## src/rtl/seq_multiplier.sv

```systemverilog
// seq_multiplier: WIDTH x WIDTH shift-add multiplier using a single WIDTH+1-bit adder, one
// partial product per clock, with a start/done handshake. Define SEQ_MUL_SIGNED_EN for signed mode.
module seq_multiplier #(
    parameter int WIDTH = 4
) (
    input  logic               clk,
    input  logic               rst_n,
    input  logic               start,
    input  logic [WIDTH-1:0]   a,
    input  logic [WIDTH-1:0]   b,
`ifdef SEQ_MUL_SIGNED_EN
    input  logic               signed_mode,
`endif
    output logic               busy,
    output logic               done,
    output logic [2*WIDTH-1:0] product
);
    localparam int CNT_W = $clog2(WIDTH + 1);
    localparam logic [CNT_W-1:0] CNT_ZERO  = CNT_W'(0);
    localparam logic [CNT_W-1:0] CNT_ONE   = CNT_W'(1);
    localparam logic [CNT_W-1:0] LAST_ITER = CNT_W'(WIDTH - 1);

    typedef enum logic [1:0] {
        IDLE = 2'd0,
        RUN  = 2'd1,
        DONE = 2'd2
    } state_t;

    state_t             state_r;
    logic [WIDTH-1:0]   mcand_r;
    logic [2*WIDTH-1:0] acc_r;
    logic [CNT_W-1:0]   cnt_r;
    logic               busy_r;
    logic               done_r;
    logic [2*WIDTH-1:0] product_r;

    logic [WIDTH-1:0]   a_load_s;
    logic [WIDTH-1:0]   b_load_s;
    logic [WIDTH-1:0]   addend_s;
    logic [WIDTH:0]     sum_s;
    logic [2*WIDTH-1:0] acc_next_s;
    logic [2*WIDTH-1:0] result_s;

`ifdef SEQ_MUL_SIGNED_EN
    logic               neg_r;
    logic               neg_load_s;

    function automatic logic [WIDTH-1:0] neg_w(input logic [WIDTH-1:0] v);
        return (~v) + {{(WIDTH-1){1'b0}}, 1'b1};
    endfunction

    function automatic logic [2*WIDTH-1:0] neg_2w(input logic [2*WIDTH-1:0] v);
        return (~v) + {{(2*WIDTH-1){1'b0}}, 1'b1};
    endfunction
`endif

    // Operand capture values: magnitudes and result sign in signed mode, raw operands otherwise.
    always_comb begin
        a_load_s = a;
        b_load_s = b;
`ifdef SEQ_MUL_SIGNED_EN
        neg_load_s = 1'b0;
        if (signed_mode) begin
            a_load_s   = a[WIDTH-1] ? neg_w(a) : a;
            b_load_s   = b[WIDTH-1] ? neg_w(b) : b;
            neg_load_s = a[WIDTH-1] ^ b[WIDTH-1];
        end else begin
            a_load_s   = a;
            b_load_s   = b;
            neg_load_s = 1'b0;
        end
`endif
    end

    // One shift-add step; the carry out of the upper half re-enters at the MSB on the shift.
    always_comb begin
        addend_s = {WIDTH{1'b0}};
        if (acc_r[0]) begin
            addend_s = mcand_r;
        end else begin
            addend_s = {WIDTH{1'b0}};
        end
        sum_s      = {1'b0, acc_r[2*WIDTH-1:WIDTH]} + {1'b0, addend_s};
        acc_next_s = {sum_s, acc_r[WIDTH-1:1]};
        result_s   = acc_next_s;
`ifdef SEQ_MUL_SIGNED_EN
        if (neg_r) begin
            result_s = neg_2w(acc_next_s);
        end else begin
            result_s = acc_next_s;
        end
`endif
    end

    // Control FSM with datapath registers and registered handshake outputs.
    always_ff @(posedge clk or negedge rst_n) begin
        if (!rst_n) begin
            state_r   <= IDLE;
            mcand_r   <= {WIDTH{1'b0}};
            acc_r     <= {(2*WIDTH){1'b0}};
            cnt_r     <= CNT_ZERO;
            busy_r    <= 1'b0;
            done_r    <= 1'b0;
            product_r <= {(2*WIDTH){1'b0}};
`ifdef SEQ_MUL_SIGNED_EN
            neg_r     <= 1'b0;
`endif
        end else begin
            case (state_r)
                IDLE, DONE: begin
                    done_r <= 1'b0;
                    if (start) begin
                        mcand_r <= a_load_s;
                        acc_r   <= {{WIDTH{1'b0}}, b_load_s};
                        cnt_r   <= CNT_ZERO;
                        busy_r  <= 1'b1;
                        state_r <= RUN;
`ifdef SEQ_MUL_SIGNED_EN
                        neg_r   <= neg_load_s;
`endif
                    end else begin
                        busy_r  <= 1'b0;
                        state_r <= IDLE;
                    end
                end
                RUN: begin
                    acc_r <= acc_next_s;
                    cnt_r <= cnt_r + CNT_ONE;
                    if (cnt_r == LAST_ITER) begin
                        busy_r    <= 1'b0;
                        done_r    <= 1'b1;
                        product_r <= result_s;
                        state_r   <= DONE;
                    end else begin
                        busy_r  <= 1'b1;
                        done_r  <= 1'b0;
                        state_r <= RUN;
                    end
                end
                default: begin
                    busy_r  <= 1'b0;
                    done_r  <= 1'b0;
                    state_r <= IDLE;
                end
            endcase
        end
    end

    assign busy    = busy_r;
    assign done    = done_r;
    assign product = product_r;

endmodule

```

## config.mk

```make
export PLATFORM = sky130hd
export DESIGN_NAME = seq_multiplier
export DESIGN_NICKNAME = d
export VERILOG_FILES = /design/src/rtl/seq_multiplier.sv
export SDC_FILE = /design/constraint.sdc
export NUM_CORES = 1
export LEC_CHECK = 0
export ABC_AREA = 1
export CORE_UTILIZATION = 49
export DETAILED_ROUTE_END_ITERATION = 8
export DONT_BUFFER_PORTS = 1
export SYNTH_ARGS = -nofsm -noshare
export SYNTH_HDL_FRONTEND = slang
export SYNTH_SLANG_ARGS = --single-unit
```

## constraint.sdc

```tcl
create_clock -name clk -period 4.2 [get_ports clk]
set_clock_uncertainty 0.1 [all_clocks]
set_input_delay 1.26 -clock clk [delete_from_list [all_inputs] [get_ports clk]]
set_output_delay 1.26 -clock clk [all_outputs]
set_load 0.02 [all_outputs]
```

* Word level (Yosys, flattened, before mapping)
Cells that the tools add are included.
** Storage, ports and cells
- Register bits :: 27
- Latch bits :: 0
- RAM bits :: 0
- Memory bits (read-only) :: 0
- Bits of input ports :: 11
- Output and inout bits :: 10
- Logic and storage cells :: 32
- Memories :: 0
** Cells by class
- Add/sub/neg operators :: 2
- $mul :: 0
- Divide/modulo/power cells :: 0
- Magnitude comparators :: 0
- Equality and inequality tests :: 4
- Shift operators :: 0
- Mux-type cells :: 13
- Bitwise gates (word level) :: 0
- Reduce and logical (&&, ||, !) cells :: 6
** Operators by type and width (count)
- $pmux W8 S2 :: 1
- $mux W8 :: 1
- $pmux W3 S2 :: 1
- $reduce_and A2 Y1 :: 3
- $add A4 B4 Y5 :: 1
- $mux W1 :: 5
- $mux W4 :: 1
- $pmux W2 S2 :: 1
- $add A3 B1 Y3 const B :: 1
- $eq A3 B2 Y1 const B :: 1
- $mux W3 :: 1
- $eq A2 B1 Y1 const B :: 1
- $eq A2 B2 Y1 const B :: 1
- $logic_not A2 Y1 :: 1
- $mux W2 :: 1
- $ne A2 B2 Y1 const B :: 1
- $pmux W1 S2 :: 1
- $reduce_bool A2 Y1 :: 1
- $reduce_or A2 Y1 :: 1

* Logic depth before layout (Yosys ltp)
Gate-level depths: netlist (run 1).
- Word-level depth :: 4
- Gate-level depth with buffers :: 8
- Depth with buffers taken out :: 8

* Least setup slack after synthesis (run 1)
No wires, ideal clock.
- Path kind :: reg2out
- Start point :: register, netlist name state_r[0]
- End point :: output busy
- Data arrival time :: 477 ps
- Data required time :: 2840 ps
- Setup slack :: 2363 ps
- Stages on the path, launching flop included :: 1
- Path buffers :: 0
- Cell sequence :: dfrtp_1
** RTL lines
- to (decl) :: RTL line 14 : output logic busy,

==> metrics.yaml, run 1 <==
floorplan:
  num_io_pins: 21
  die_area_um2: 2650
  core_um2: 2250
  num_rows: 17
  die_h_um: 51.5
  start_util_pct: 53.2
  die_w_um: 51.5
placement:
  place.gp.congestion: 0.795
  dp_hpwl_um: 1500
  port_buffers: 0
clocking:
  worstSkewPairLatency_ps: 320
  root_buffer: "clkbuf_4"
  hold_buffers: 0
  cts_resized: 0
  cts_htree_levels: 1
  cts_made_buffers: 3
  cts_setup_buffers: 0
  cts_buffer_depth: 2
  cts.sinks: 25
  cts.clk_slew.worst_paths_ps: 130
  cts_tree: "yes"
setup_path:
  cp-end-kind: "output port"
  critPathMaxFanout: 3
  crit_path_start_kind: "register"
  cp.arrival_ps: 870
  required_ps: 2840
  worstSetupPathType: "reg -> out"
  r2r_slack_ps: 2450
layout:
  syn2layout_area_growth_pct: 4.28
  fillers: 225
  drive_above_1_share_pct: 11.3
  nNetsFinal: 152
  antenna_cells: 0
detailed_routing:
  vias: 860
  drc_errors: 0
  wl_met2_um: 896
  dr.first_iter.drc_count: 21
  top_layer_used: "met4"
  avgViaCountPerCell: 5.34
  wire_per_inst_um: 12.5
  ant_nets: 0
  wl_met1_um: 950
  routed_wl_um: 2010
  firstDrtPassIters: 6
  wl_met3_um: 124
logic_synthesis:
  yosysWarnings: 0
  synth_cell_types: 18
  syn_inst: 130
  seq_area_frac_synth_pct: 52.1
  syn-cell-area_um2: 1200
  ys_ff_latch: 25
  synth_nets: 148
  postSynthAreaPerCell_um2: 9.23
grt:
  gr-usage-all-layers_pct: 18.8
  grt_pass1_wl_um: 3600
  grt_start_max_net_pins: 26
  grt_overflow_total: 0
  antenna_found_initial: 0
  first_global_vias: 816
timing:
  max_freq_mhz: 448
  holdWs_ps: 385
  finalHoldViolCount: 0
  fin_tns_setup_ps: 0
  rsz0062_at_grt: "no"
  min_period_over_period_pct: 53.2
  max_slew.worst_pin.slew_ps: 324
  finalCriticalPeriod_ps: 2230
  setup_viol: 0
  drv_slew: 0
  slew_headroom_pct: 78.4
run_status:
  status: "complete, no violations"
run:
  cap_violations: 0
power_and_ir_drop:
  ir_drop_mv: 0.475
  p_leak_nw: 0.684
  p_per_area_nw_per_um2: 821
hold_path:
  min_path_type: "reg -> reg"
## placed cells by master (no fill, tap or decap)
cell,count
clkbuf_4,3
nor3_1,4
fa_1,1
dfrtp_1,25
o21ai_2,5
ha_1,6
o22ai_1,5
nand2_1,37
inv_2,1
clkinv_2,1
o21ai_1,1
nand2_4,4
nand3_1,10
nor2_1,6
inv_6,1
inv_1,16
o21ai_0,3
a21oi_1,3
xnor2_1,1
## stage by stage
| stage | instances | setup WS [ps] | total power, mW | instance area [um2] | utilization [%] |
|---|---|---|---|---|---|
| 2_1_floorplan | 130 | 2360 | 0.842 | 1200 | - |
| 3_3_place_gp | 157 | 2330 | 0.920 | 1220 | 54.3 |
| 3_5_place_dp | 157 | 2310 | 0.931 | 1220 | 54.3 |
| 4_1_cts | 161 | 1950 | 1.04 | 1250 | 55.5 |
| 5_1_grt | 161 | 1910 | 1.14 | 1250 | 55.5 |
| 6_report | 161 | 1970 | 1.03 | 1250 | 55.5 |
## cell families after synthesis
group | Yosys count | synth area share, %
AND/OR/NAND/NOR | 61 | 23.0
flip-flops | 25 | 52.1
XOR/XNOR | 1 | 0.730
AO/OA/AOI/OAI | 17 | 9.17
buffers and inverters | 19 | 6.99
adder cells (fa/ha/maj) | 7 | 7.92
## where the power goes
group | leakage, nW | internal (mW) | switching [mW] | total (mW)
sequential | 0.309 | 0.351 | 0.126 | 0.477
combinational | 0.357 | 0.164 | 0.280 | 0.444
clock | 0.0177 | 0.0357 | 0.0703 | 0.106
total | 0.684 | 0.551 | 0.476 | 1.03
## area by class of cell
| type | instances | area, um2 | share of cell area (%) |
|---|---|---|---|
| Clock buffer | 3 | 22.5 | 1.80 |
| Clock inverter | 1 | 5.00 | 0.400 |
| Inverter | 18 | 72.6 | 5.80 |
| Multi-Input combinational cell | 86 | 490 | 39.2 |
| Sequential cell | 25 | 626 | 50.0 |
| Tap cell | 28 | 35.0 | 2.80 |
## path summary, 6_finish.rpt
path,from,endpoint,depth (start not counted)
min in group asynchronous,rst_n,product[3],0
setup / recovery,state_r[0],busy,0
hold / removal,mcand_r[0],mcand_r[0],2
max in group asynchronous,rst_n,cnt_r[1],0
setup reg to reg,acc_r[0],acc_r[5],6
hold reg to reg,mcand_r[0],mcand_r[0],2
## cell usage after synthesis
| cell type | n | share of area (%) |
|---|---|---|
| nand2_4 | 4 | 3.8 |
| o21ai_2 | 5 | 3.6 |
| ha_1 | 6 | 6.3 |
| nand3_1 | 10 | 4.2 |
| o22ai_1 | 5 | 2.6 |
| inv_1 | 16 | 5.0 |
| inv_6 | 1 | 0.73 |
| dfrtp_1 | 25 | 52 |
| xnor2_1 | 1 | 0.73 |
| fa_1 | 1 | 1.7 |
| buf_6 | 1 | 0.94 |
| a21oi_1 | 3 | 1.3 |
| inv_2 | 1 | 0.31 |
| nor2_1 | 6 | 1.9 |
| nand2_1 | 37 | 12 |
| o21ai_1 | 1 | 0.42 |
| o21ai_0 | 3 | 1.3 |
| nor3_1 | 4 | 1.7 |
## per-layer routing
layer	up-vias	GRT usage (%)
met5	-	0
met4	0	9.46
met3	5	4.17
met2	32	29.7
met1	401	24.1
li1	422	-
## sequential cells by signal, indices dropped and copies added, names as in the netlist
register  cells
state_r       1
cnt_r         3
mcand_r       4
product       8
acc_r         8
done          1
## worst min-delay path: stages (launching register included)
cell     delay (ps)
dfrtp_1         360
nand2_1          50
nand2_1          50
Note: power is estimated with default switching activity, not from simulation.
==> run 2: changes to the inputs <==
==> constraint.sdc (replaced) <==
create_clock -name clk -period 2.25 [get_ports clk]
set_clock_uncertainty 0.1 [all_clocks]
set_input_delay 0.675 -clock clk [delete_from_list [all_inputs] [get_ports clk]]
set_output_delay 0.675 -clock clk [all_outputs]
set_load 0.02 [all_outputs]
==> run 2 against run 1 <==
Effect of this change:
- worst setup slack worse by 1400 ps
- utilization increased by 0.89 points
- cell count is 0.62% higher
- power up 90%
- cell area grew 1.6%
- combinational power up 92%
==> metrics.yaml, run 2 (synthesis results as in run 1) <==
run_status:
  status: "complete, no violations"
placement:
  port_buffers: 0  # unchanged
  place.gp.congestion: 0.760  # -4.4%
  dp.cells: 157  # unchanged
  dp_hpwl_um: 1610  # +7.2%
power_and_ir_drop:
  ir_drop_mv: 0.681  # +43%
  p_per_area_nw_per_um2: 1540  # +87%
  p_leak_nw: 0.693  # +1.4%
timing:
  max_freq_mhz: 585
  max_slew.worst_pin.slew_ps: 333  # +9.08 ps
  rsz0062_at_grt: "no"
  drv_slew: 0  # unchanged
  setup_viol: 0  # unchanged
  fin_tns_setup_ps: 0  # unchanged
  finalHoldViolCount: 0  # unchanged
  finalCriticalPeriod_ps: 1710
  slew_headroom_pct: 77.8  # -0.61 points
  min_period_over_period_pct: 76.0
floorplan:
  die_w_um: 51.5  # unchanged
  num_io_pins: 21  # unchanged
  num_rows: 17  # unchanged
  die_area_um2: 2650  # unchanged
  die_h_um: 51.5  # unchanged
  start_util_pct: 53.2  # unchanged
  core_um2: 2250  # unchanged
grt:
  grt_start_max_net_pins: 26  # unchanged
  antenna_found_initial: 0  # unchanged
  gr-usage-all-layers_pct: 20.2  # +1.4 points
  grt_overflow_total: 0  # unchanged
  grt_pass1_wl_um: 3860  # +7.3%
  first_global_vias: 920  # +13%
detailed_routing:
  ant_nets: 0  # unchanged
  vias: 853  # -0.81%
  routed_wl_um: 2180  # +8.5%
  drc_errors: 0  # unchanged
  wire_per_inst_um: 13.5  # +7.8%
  firstDrtPassIters: 3  # -3
  dr.first_iter.drc_count: 14  # -33%
  avgViaCountPerCell: 5.27  # -1.4%
clocking:
  cts_buffer_depth: 2  # unchanged
  cts.sinks: 25  # unchanged
  cts_made_buffers: 3  # unchanged
  hold_buffers: 1  # +1
  cts.clk_slew.worst_paths_ps: 140  # about the same
  cts_tree: "yes"
  cts_resized: 0  # unchanged
  cts_setup_buffers: 0  # unchanged
  root_buffer: "clkbuf_4"
  worstSkewPairLatency_ps: 320  # about the same
  cts_htree_levels: 1  # unchanged
hold_path:
  min_path_type: "in -> async"
layout:
  syn2layout_area_growth_pct: 5.94
  layout_common_cells: "37 x nand2_1, 25 x dfrtp_1, 16 x inv_1"
  drive_above_1_share_pct: 11.9  # +0.66 points
  antenna_cells: 0  # unchanged
  nNetsFinal: 153  # +0.66%
  finalNonFillerCells: 162  # +0.62%
  final_common_cell: "nand2_1"
setup_path:
  required_ps: 2360  # -480 ps
  cp-end-kind: "register"
  cp.arrival_ps: 1820  # +950 ps
  crit_path_start_kind: "register"
  critPathMaxFanout: 5  # +2
  worstSetupPathType: "reg -> reg"
run:
  cap_violations: 0  # unchanged
-- run 2: changes by cell type in the layout (fill, tap and decap cells not counted), sizes merged --
cell / previous run / this run
buf: 0 / 1
-- run 2: cell type report --
| type | count | area (um2) |
|---|---|---|
| clock inverter | 1 | 5.00 |
| inverter | 18 | 72.6 |
| fill | 216 | 983 |
| timing repair buffer | 1 | 20.0 |
| tap | 28 | 35.0 |
| multi-input combinational | 86 | 490 |
| clock buffer | 3 | 22.5 |
| sequential | 25 | 626 |
-- run 2: power breakdown --
part | switching (mW) | leakage (nW) | internal [mW]
Combinational | 0.539 | 0.367 | 0.312
Clock | 0.131 | 0.0177 | 0.0664
Sequential | 0.247 | 0.309 | 0.656
Total | 0.917 | 0.693 | 1.03
-- run 2: worst paths after layout --
check	cells past startpoint	startpoint	endpoint	slack [ps]
setup / recovery	6	acc_r[0]	acc_r[5]	540
hold / removal	1	rst_n	product[3]	40
setup reg to reg	6	acc_r[0]	acc_r[5]	540
hold reg to reg	1	cnt_r[0]	cnt_r[0]	390
max in group asynchronous	1	rst_n	acc_r[1]	1850
min in group clk	2	a[2]	mcand_r[2]	380
-- run 2: layer usage --
metal  vias to the layer above  track usage (%)  wire length [um]
li1                        425                -                 -
met1                       404             22.9               991
met2                        22             33.8              1040
met3                         2             5.65               121
met4                         0             11.3                25
met5                         -                0                 0
-- run 2: through the flow --
stage | total power, mW | hold slack (ps) | cell area [um2] | setup slack, ps | utilization [%]
2_1_floorplan | 1.57 | 279 | 1200 | 696 | -
3_3_place_gp | 1.71 | 280 | 1220 | 648 | 54.3
3_5_place_dp | 1.76 | 280 | 1220 | 542 | 54.3
4_1_cts | 1.97 | 39.9 | 1270 | 533 | 56.4
5_1_grt | 2.15 | 26.4 | 1270 | 405 | 56.4
6_report | 1.95 | 43.5 | 1270 | 540 | 56.4
-- run 2: worst max-delay path, stage by stage, from the launching register on --
cell,delay (ps)
dfrtp_1,440
nand2_1,80
inv_1,40
ha_1,210
fa_1,430
xnor2_1,210
o21ai_0,100
